[config.mk]
export PLATFORM = sky130hd
export DESIGN_NAME = pwm_result_streamer
export DESIGN_NICKNAME = d
export VERILOG_FILES = /design/src/rtl/he_pkg.sv /design/src/rtl/coef_fifo.sv /design/src/rtl/pwm_result_streamer.sv
export SDC_FILE = /design/constraint.sdc
export NUM_CORES = 1
export LEC_CHECK = 0
export ABC_AREA = 1
export BUFFER_PORTS_ARGS = -buffer_cell sky130_fd_sc_hd__buf_2
export CORE_MARGIN = 8
export CORE_UTILIZATION = 45
export CTS_CLUSTER_SIZE = 24
export DETAILED_ROUTE_END_ITERATION = 8
export MAX_ROUTING_LAYER = met4
export SLEW_MARGIN = 20
export SYNTH_ARGS = -nofsm -noshare
export SYNTH_HDL_FRONTEND = slang
export SYNTH_HIERARCHICAL = 1
export SYNTH_SLANG_ARGS = --single-unit
[constraint.sdc]
create_clock -name clk -period 3.75 [get_ports clk]
set_clock_uncertainty 0.15 [all_clocks]
set_input_delay 0.75 -clock clk [delete_from_list [all_inputs] [get_ports clk]]
set_output_delay 0.75 -clock clk [all_outputs]
set_load 0.02 [all_outputs]
[src/rtl/he_pkg.sv]
// Shared widths, types and state encoding for the result-streaming path.
package he_pkg;
    localparam int LOGQ = 54;
    localparam int LOGN = 13;
    localparam int N    = 1 << LOGN;

    typedef logic [LOGQ-1:0] coef_t;
    typedef logic [LOGN-1:0] addr_t;

    localparam addr_t LAST_ADDR = addr_t'(N - 1);

    typedef enum logic [1:0] {IDLE, ISSUE, DRAIN, DONE} stream_state_e;

    typedef struct packed {
        logic  last;
        coef_t coef;
    } beat_t;
endpackage

[src/rtl/coef_fifo.sv]
// Small shift-style FIFO of {last, coef}: entry 0 is always the head, so the
// output data and valid come straight from registers.
module coef_fifo
    import he_pkg::*;
#(
    parameter int DEPTH = 4,
    parameter int CW    = $clog2(DEPTH + 1)
) (
    input  logic          clk,
    input  logic          rst_n,
    input  logic          push,
    input  beat_t         din,
    input  logic          pop,
    output beat_t         dout,
    output logic          dout_valid,
    output logic [CW-1:0] count
);
    beat_t [DEPTH-1:0] entry_reg;
    beat_t [DEPTH-1:0] entry_next;
    logic  [CW-1:0]    count_reg;
    logic  [CW-1:0]    count_next;
    logic  [CW-1:0]    wr_idx;
    logic              head_vld_reg;

    // A same-cycle pop shifts everything down, so the write lands one slot lower.
    always_comb begin
        count_next = count_reg;
        if (push && !pop) begin
            count_next = count_reg + 1'b1;
        end else if (pop && !push) begin
            count_next = count_reg - 1'b1;
        end
        wr_idx = pop ? (count_reg - 1'b1) : count_reg;
    end

    genvar gi;
    generate
        for (gi = 0; gi < DEPTH; gi++) begin : g_entry
            beat_t shift_in;
            if (gi == DEPTH - 1) begin : g_top
                assign shift_in = entry_reg[gi];
            end else begin : g_mid
                assign shift_in = entry_reg[gi + 1];
            end
            assign entry_next[gi] = (push && (wr_idx == CW'(gi))) ? din :
                                    (pop ? shift_in : entry_reg[gi]);
        end
    endgenerate

    always_ff @(posedge clk or negedge rst_n) begin
        if (!rst_n) begin
            entry_reg    <= '0;
            count_reg    <= '0;
            head_vld_reg <= 1'b0;
        end else begin
            entry_reg    <= entry_next;
            count_reg    <= count_next;
            head_vld_reg <= (count_next != '0);
        end
    end

    assign dout       = entry_reg[0];
    assign dout_valid = head_vld_reg;
    assign count      = count_reg;

    a_no_overflow: assert property (@(posedge clk) disable iff (!rst_n)
        !(push && !pop && (count_reg == CW'(DEPTH))));
    a_no_underflow: assert property (@(posedge clk) disable iff (!rst_n)
        pop |-> head_vld_reg);
endmodule

[src/rtl/pwm_result_streamer.sv]
// Streams a finished result polynomial out of the selected result BRAM bank in
// index order, hiding BRAM latency behind a credit-tracked output FIFO.
module pwm_result_streamer
    import he_pkg::*;
#(
    parameter int RD_LAT     = 2,
    parameter int FIFO_DEPTH = 4
) (
    input  logic            clk,
    input  logic            rst_n,
    input  logic            start,
    input  logic            bank_sel,
    output logic            busy,
    output logic            done,
    output logic [LOGN-1:0] bram_rd_addr,
    input  logic [LOGQ-1:0] bram_rd_data0,
    input  logic [LOGQ-1:0] bram_rd_data1,
    output logic            m_valid,
    input  logic            m_ready,
    output logic [LOGQ-1:0] m_data,
    output logic            m_last
);
    localparam int CREDIT_W = $clog2(FIFO_DEPTH + 2);
    localparam int OCC_W    = $clog2(FIFO_DEPTH + 1);

    generate
        if (FIFO_DEPTH < RD_LAT + 1) begin : g_depth_check
            $error("FIFO_DEPTH must be at least RD_LAT+1");
        end
    endgenerate

    stream_state_e        state_reg;
    logic                 bank_reg;
    logic                 busy_reg;
    logic                 done_reg;
    addr_t                addr_reg;
    logic                 issue_vld_reg;
    logic                 issue_last_reg;
    logic [CREDIT_W-1:0]  credit_reg;
    logic [RD_LAT-1:0]    tag_vld_reg;
    logic [RD_LAT-1:0]    tag_vld_next;
    logic [RD_LAT-1:0]    tag_last_reg;
    logic [RD_LAT-1:0]    tag_last_next;

    logic                 pop;
    logic                 push;
    logic                 can_issue;
    logic                 issue;
    beat_t                push_beat;
    beat_t                head;
    logic                 head_vld;
    logic [OCC_W-1:0]     fifo_count;

    // Credits count reads in flight plus FIFO occupancy; a pop this cycle
    // frees its slot in time for this cycle's issue decision.
    assign pop       = head_vld && m_ready;
    assign can_issue = credit_reg < (CREDIT_W'(FIFO_DEPTH) + CREDIT_W'(pop));
    assign issue     = can_issue &&
                       (((state_reg == IDLE) && start) || (state_reg == ISSUE));

    always_ff @(posedge clk or negedge rst_n) begin
        if (!rst_n) begin
            state_reg      <= IDLE;
            bank_reg       <= 1'b0;
            busy_reg       <= 1'b0;
            done_reg       <= 1'b0;
            addr_reg       <= '0;
            issue_vld_reg  <= 1'b0;
            issue_last_reg <= 1'b0;
            credit_reg     <= '0;
        end else begin
            done_reg       <= 1'b0;
            issue_vld_reg  <= 1'b0;
            issue_last_reg <= 1'b0;
            credit_reg     <= credit_reg + CREDIT_W'(issue) - CREDIT_W'(pop);
            unique case (state_reg)
                IDLE: begin
                    if (start) begin
                        state_reg      <= ISSUE;
                        bank_reg       <= bank_sel;
                        busy_reg       <= 1'b1;
                        addr_reg       <= '0;
                        issue_vld_reg  <= 1'b1;
                        issue_last_reg <= (LAST_ADDR == '0);
                    end
                end
                ISSUE: begin
                    if (issue) begin
                        addr_reg       <= addr_reg + 1'b1;
                        issue_vld_reg  <= 1'b1;
                        issue_last_reg <= ((addr_reg + 1'b1) == LAST_ADDR);
                        if ((addr_reg + 1'b1) == LAST_ADDR) begin
                            state_reg <= DRAIN;
                        end
                    end
                end
                DRAIN: begin
                    if (pop && head.last) begin
                        state_reg <= DONE;
                        done_reg  <= 1'b1;
                        busy_reg  <= 1'b0;
                    end
                end
                DONE: begin
                    state_reg <= IDLE;
                end
            endcase
        end
    end

    // The issue register itself covers the first cycle of latency.
    genvar gi;
    generate
        for (gi = 0; gi < RD_LAT; gi++) begin : g_tag
            if (gi == 0) begin : g_head
                assign tag_vld_next[gi]  = issue_vld_reg;
                assign tag_last_next[gi] = issue_last_reg;
            end else begin : g_tail
                assign tag_vld_next[gi]  = tag_vld_reg[gi-1];
                assign tag_last_next[gi] = tag_last_reg[gi-1];
            end
        end
    endgenerate

    always_ff @(posedge clk or negedge rst_n) begin
        if (!rst_n) begin
            tag_vld_reg  <= '0;
            tag_last_reg <= '0;
        end else begin
            tag_vld_reg  <= tag_vld_next;
            tag_last_reg <= tag_last_next;
        end
    end

    assign push      = tag_vld_reg[RD_LAT-1];
    assign push_beat = {tag_last_reg[RD_LAT-1], (bank_reg ? bram_rd_data1 : bram_rd_data0)};

    coef_fifo #(
        .DEPTH (FIFO_DEPTH),
        .CW    (OCC_W)
    ) u_fifo (
        .clk        (clk),
        .rst_n      (rst_n),
        .push       (push),
        .din        (push_beat),
        .pop        (pop),
        .dout       (head),
        .dout_valid (head_vld),
        .count      (fifo_count)
    );

    assign busy         = busy_reg;
    assign done         = done_reg;
    assign bram_rd_addr = addr_reg;
    assign m_valid      = head_vld;
    assign m_data       = head.coef;
    assign m_last       = head_vld && head.last;

    a_credit_covers_fifo: assert property (@(posedge clk) disable iff (!rst_n)
        int'(credit_reg) >= int'(fifo_count));
endmodule

Word-level counts from Yosys, hierarchy flattened
Index checks and enable logic that the tools add are counted.

storage, ports and cells
  logic and storage cells = 92
  bits of input ports = 113
  register bits = 251
  output and inout bits = 71

operators by class
  reductions and logical operators = 26
  muxes and demuxes = 28
  order comparisons = 1
  equal/unequal tests = 11
  add/sub/neg operators = 6

operators with widths
  cell                                                  number
  two-way mux 55 bit                                    6
  two-way mux 54 bit                                    1
  two-way mux 13 bit                                    2
  case mux 13 bit (2 select lines)                      1
  adder 13 x 1 -> 13 bit (second input constant)        1
  equality test 13 bit (second input constant)          1
  logical AND 1 bit                                     11
  nonzero test 2 bit                                    5
  two-way mux 3 bit                                     3
  two-way mux 1 bit                                     8
  two-way mux 2 bit                                     4
  case mux 2 bit (4 select lines)                       1
  equality test 3 x 2 -> 1 bit (second input constant)  2
  inequality test 2 bit (second input constant)         3
  AND reduction 3 bit                                   2
  equality test 2 bit (second input constant)           2
  case mux 1 bit (2 select lines)                       2
  AND reduction 4 bit                                   1
  adder 3 x 1 -> 3 bit                                  1
  adder 3 x 1 -> 3 bit (first input constant)           1
  adder 3 x 1 -> 3 bit (second input constant)          1
  equality test 3 x 1 -> 1 bit (second input constant)  1
  zero test 3 bit                                       1
  less-than comparator 3 bit                            1
  other kinds (9)                                       10

Longest topological paths before layout
  word-level depth = 6
  gate-level depth with buffers = 15
  mapped depth without buffers = 15

Modules after synthesis
The synthesis kept the hierarchy.

by module, submodules not included
  module               sequential area each (µm²)  area each (µm²)  cells an instance  instances
  coef_fifo            5605.4                      11751.3          1607               1
  pwm_result_streamer  675.6                       2193.4           249                1

Worst setup path before layout
No wires, ideal clock.

  path kind = input to register
  start point = input m_ready
  end point = register credit_reg[2]
  data required time = 3.477 ns
  library setup time = 0.123 ns
  data arrival time = 2.069 ns
  stages = 11
  slack = 1.409 ns
  path buffers = 0
  path through = nand2_1 -> nor2_1 -> o21bai_1 -> inv_2 -> nand2_1 -> ha_1 -> inv_1 -> ha_1 -> inv_1 -> fa_1 -> xnor2_1

on the way
  longest elaborated chain between the ends = 6

ends and longest elaborated chain
  element                        line                       source
  from (decl)                    pwm_result_streamer.sv:19  input logic m_ready,
  logical AND 1 bit (*)          pwm_result_streamer.sv:56  assign pop = head_vld && m_ready;
  adder 3 x 1 -> 3 bit           pwm_result_streamer.sv:57  assign can_issue = credit_reg < (CREDIT_W'(FIFO_DEPTH) + CREDIT_W'(pop));
  less-than comparator 3 bit     pwm_result_streamer.sv:57
  logical AND 1 bit              pwm_result_streamer.sv:58  assign issue = can_issue &&
  adder 3 x 1 -> 3 bit           pwm_result_streamer.sv:75  credit_reg <= credit_reg + CREDIT_W'(issue) - CREDIT_W'(pop);
  subtractor 3 x 1 -> 3 bit (*)  pwm_result_streamer.sv:75
  to (signal assigned)           pwm_result_streamer.sv:75
  to (decl)                      pwm_result_streamer.sv:39  logic [CREDIT_W-1:0] credit_reg;

Mark *: on every way between the ends. The rest lies on a longest branch, timed or not.
A chain may end at the register's enable or synchronous reset.

Worst setup path after layout
  start point = register u_fifo.head_vld_reg (netlist: u_fifo/dout_valid)
  end point = register u_fifo.entry_reg, in the netlist u_fifo/dout[27]

on the way
  longest elaborated chain between the ends = 5
  elaborated cells on any way between the ends = 6
  classes of those cells = 2 x mux; 4 x reduce/logical

ends and longest elaborated chain
  element                                                          line                       source
  from (decl)                                                      coef_fifo.sv:23            logic head_vld_reg;
  from (signal assigned)                                           coef_fifo.sv:58            head_vld_reg <= (count_next != '0);
  logical AND 1 bit (*)                                            pwm_result_streamer.sv:56
  via pop                                                          pwm_result_streamer.sv:45  logic pop;
  two-way mux 3 bit                                                coef_fifo.sv:33            wr_idx = pop ? (count_reg - 1'b1) : count_reg;
  zero test 3 bit                                                  coef_fifo.sv:45            assign entry_next[gi] = (push && (wr_idx == CW'(gi))) ? din :
  logical AND 1 bit                                                coef_fifo.sv:45
  two-way mux 55 bit / nonzero test 2 bit (equally long branches)  -
  to (signal assigned)                                             coef_fifo.sv:56            entry_reg <= entry_next;
  to (decl)                                                        coef_fifo.sv:18            beat_t [DEPTH-1:0] entry_reg;

Mark *: on every way through the listed nets, which the timed path passes. The rest lies on a longest branch.

==> flow_metrics.env <==
export IMPL_outcome="completed"
export IMPL_largest_reg_flops=165
export IMPL_h_tree_depth=1
export IMPL_worstSetupEndpointType="flip-flop"
export IMPL_setup_viol=0
export IMPL_synth_top_area_frac=0.4504
export IMPL_seqPwrFrac=0.356
export IMPL_yosysWarnings=6
export IMPL_synthDistinctLibCells=37
export IMPL_tns_ns=0
export IMPL_grt_pass1_wl_mm=61.35
export IMPL_cp_max_fo=53
export IMPL_syn_avg_cell_area_um2=7.513
export IMPL_ir_worst_vdd_v=0.0003706
export IMPL_utilization=0.5079
export IMPL_cts_sinks=251
export IMPL_setup_worst_path_start="u_fifo/dout_valid"
export IMPL_first_iter_violations=903
export IMPL_wl_mm=36.43
export IMPL_dp_cells=2277
export IMPL_n_antenna_cell=0
export IMPL_final_common_cell="nand2_1"
export IMPL_fmax_mhz=349.4
export IMPL_layout_nets=2038
export IMPL_boundaryPins=184
export IMPL_syn_num_nets=1982
export IMPL_core_um2=30590
export IMPL_cts_root_buffer="clkbuf_16"
export IMPL_cp_required_ns=4.04
export IMPL_hold_path_class="in2async"
export IMPL_tightest_slew_ns=0.8932
export IMPL_busiest_layer="met2"
export IMPL_drive_above_1_share=0.1780
export IMPL_powerDensity_nw_per_um2=808.2
export IMPL_hold_buffers=0
export IMPL_rr_worst_depth=10
export IMPL_max_slew_margin=0.4045
export IMPL_max_clock_path_buffers=3
export IMPL_finalPower_mw=12.55
export IMPL_synth_area_top_cells="dfrtp_1 (45%), nand2_1 (21%), nand3_1 (12%), buf_4 (4.5%), mux2_2 (4.4%)"
export IMPL_area_growth_synth_to_final_pct=11.40
export IMPL_grt_antenna_before_repair=1
export IMPL_gr_total_overflow=0
export IMPL_ys_ff_latch=251
export IMPL_dp_slack_ns=0.4379
export IMPL_p_sw_mw=5.263
export IMPL_grt_max_degree=141
export IMPL_yosys_area_top_type="dfrtp_1"
export IMPL_final_cells=2329
export IMPL_period_share=0.7633
export IMPL_place_area_um2=14590
export IMPL_slew_violations=0
export IMPL_die_w_um=192.0
export IMPL_viasPerCell=5.144
export IMPL_r2r_slack_ns=0.89
export IMPL_synthesis_area_um2=13940
export IMPL_worstReg2RegEnd="u_fifo/dout[27]"
export IMPL_drc=0
export IMPL_dr_pass1_iters=5
export IMPL_grt_met1_usage=0.2755
export IMPL_grt_pass1_vias=11880
export IMPL_grt_use_total=0.2039
export IMPL_dp_hpwl_mm=21.47
export IMPL_p_sw_frac=0.4192
export IMPL_postCtsSetupBuffers=0
export IMPL_max_cap_violations=0
export IMPL_r2r_start="u_fifo/dout_valid"
export IMPL_dieArea_um2=36880
export IMPL_rsz0062_at_grt="no"
export IMPL_start_util=0.4559
export IMPL_period_minus_slack_ns=2.862
export IMPL_grtUsageMet2=0.3320
export IMPL_final_area_um2=15530
export IMPL_place_congestion=0.8129
export IMPL_cts_tree="built"
export IMPL_fp_row_count=64
export IMPL_cp_start_kind="flip-flop"
export IMPL_cts_made_buffers=29
export IMPL_grtUsageMet3=0.02324
export IMPL_insertion_delay_ns=0.55
export IMPL_cp_endpoint="u_fifo/dout[27]"
export IMPL_ant_nets=0
export IMPL_ys_seq_area_frac=0.4504
export IMPL_arrival_ns=3.15
export IMPL_finalHoldViolations=0
export IMPL_setup_slack_ns=0.8878
export IMPL_power_frac_clock=0.225
export IMPL_routed_via_count=11980
export IMPL_criticalPathCategory="reg2reg"
export IMPL_mostFrequentLayoutCells="nand2_1 (780), nand3_1 (347), dfrtp_1 (250)"
export IMPL_cts_resized=0
export IMPL_dieHeight_um=192.0
export IMPL_syn_inst=1856
export IMPL_internal_power_mw=7.291
export IMPL_comb_power_share=0.418
export IMPL_holdWs_ns=0.07048
export IMPL_wl_per_cell_um=15.64
export IMPL_io_buffers=183
export IMPL_clk_transition_reported_paths_ns=0.06
export IMPL_p_leak_nw=8.681
-- synthesized netlist by cell type --
cell type and instances:
buf_1 7, clkbuf_1 33, buf_4 84, o21ai_2 1
ha_1 12, a21oi_1 1, nand2_1 784, nor2_4 1
o21ai_1 48, nor2_2 8, nor2_1 17, buf_6 7
inv_2 6, inv_4 1, or2_2 2, nand3_2 3
mux2_2 55, xor2_2 1, inv_1 92, nand2_2 5
o211ai_1 1, o21bai_1 1, clkbuf_2 4, nand4_1 2
clkinv_1 1, o22ai_1 6, xnor2_1 1, o21ai_0 19
dfrtp_1 251, nand3_1 347, fa_1 1, nor3_1 2
nand2_4 1, buf_2 48, a21oi_2 1, nor2_8 1
xor2_1 1
-- power by group through the flow --
stage                     Combinational [mW]  Clock (mW)  Sequential, mW
after detailed placement                5.31           0            4.50
after CTS                               5.33        2.90            4.48
after global routing                    6.00        3.01            4.63
final                                   5.25        2.83            4.47
after floorplan                         4.39           0            4.33
after global placement                  5.19           0            4.50
-- critical path, cell delays in order, from the launching register on --
cell and delay (ns):
dfrtp_1 0.38, nand2_1 0.11, inv_4 0.31, inv_6 0.19, nand2_1 0.21, nand2_8 0.25, nand2_4 0.55, buf_12 0.30
nand2_1 0.10, nand2_1 0.07, nand2_1 0.05
-- metal layers --
metal  vias to the layer above  wire length (um)
li1                       5963                 -
met1                      5715             17040
met2                       269             17220
met3                        33              1690
met4                         0               478
met5                         -                 0
-- final cells by class --
type | count | area (um2)
clock buffer | 44 | 852.1
clock inverter | 8 | 96.34
fill | 3087 | 15050
inverter | 100 | 382.9
multi-input combinational | 1322 | 6225
sequential | 251 | 6282
tap | 396 | 495.5
timing repair buffer | 208 | 1201
-- how the worst min path moves through the flow --
stage                    from               to  slack [ns]
2_1_floorplan  issue_last_reg  tag_last_reg[0]        0.18
3_3_place_gp   tag_vld_reg[0]   tag_vld_reg[1]        0.18
3_5_place_dp   tag_vld_reg[0]   tag_vld_reg[1]        0.19
4_1_cts                 rst_n  u_fifo/dout[10]        0.10
5_1_grt                 rst_n  u_fifo/dout[13]        0.13
6_report                rst_n  u_fifo/dout[10]        0.07
-- kinds of logic (layout without fill, tap and decap cells) --
| logic type | count (synthesis) | in the layout | share of synthesized area |
|---|---|---|---|
| DFF | 251 | 251 | 0.4504 |
| xor gates and xnor gates | 3 | 3 | 0.002423 |
| and+or+nand+nor | 1173 | 1173 | 0.3537 |
| AOI/OAI and AO/OA | 78 | 78 | 0.02943 |
| adders and majority gates | 13 | 13 | 0.01220 |
| muxes | 55 | 55 | 0.04441 |
| buffers and inverters | 283 | 360 | 0.1074 |
Power figures use the tool's default switching activity.
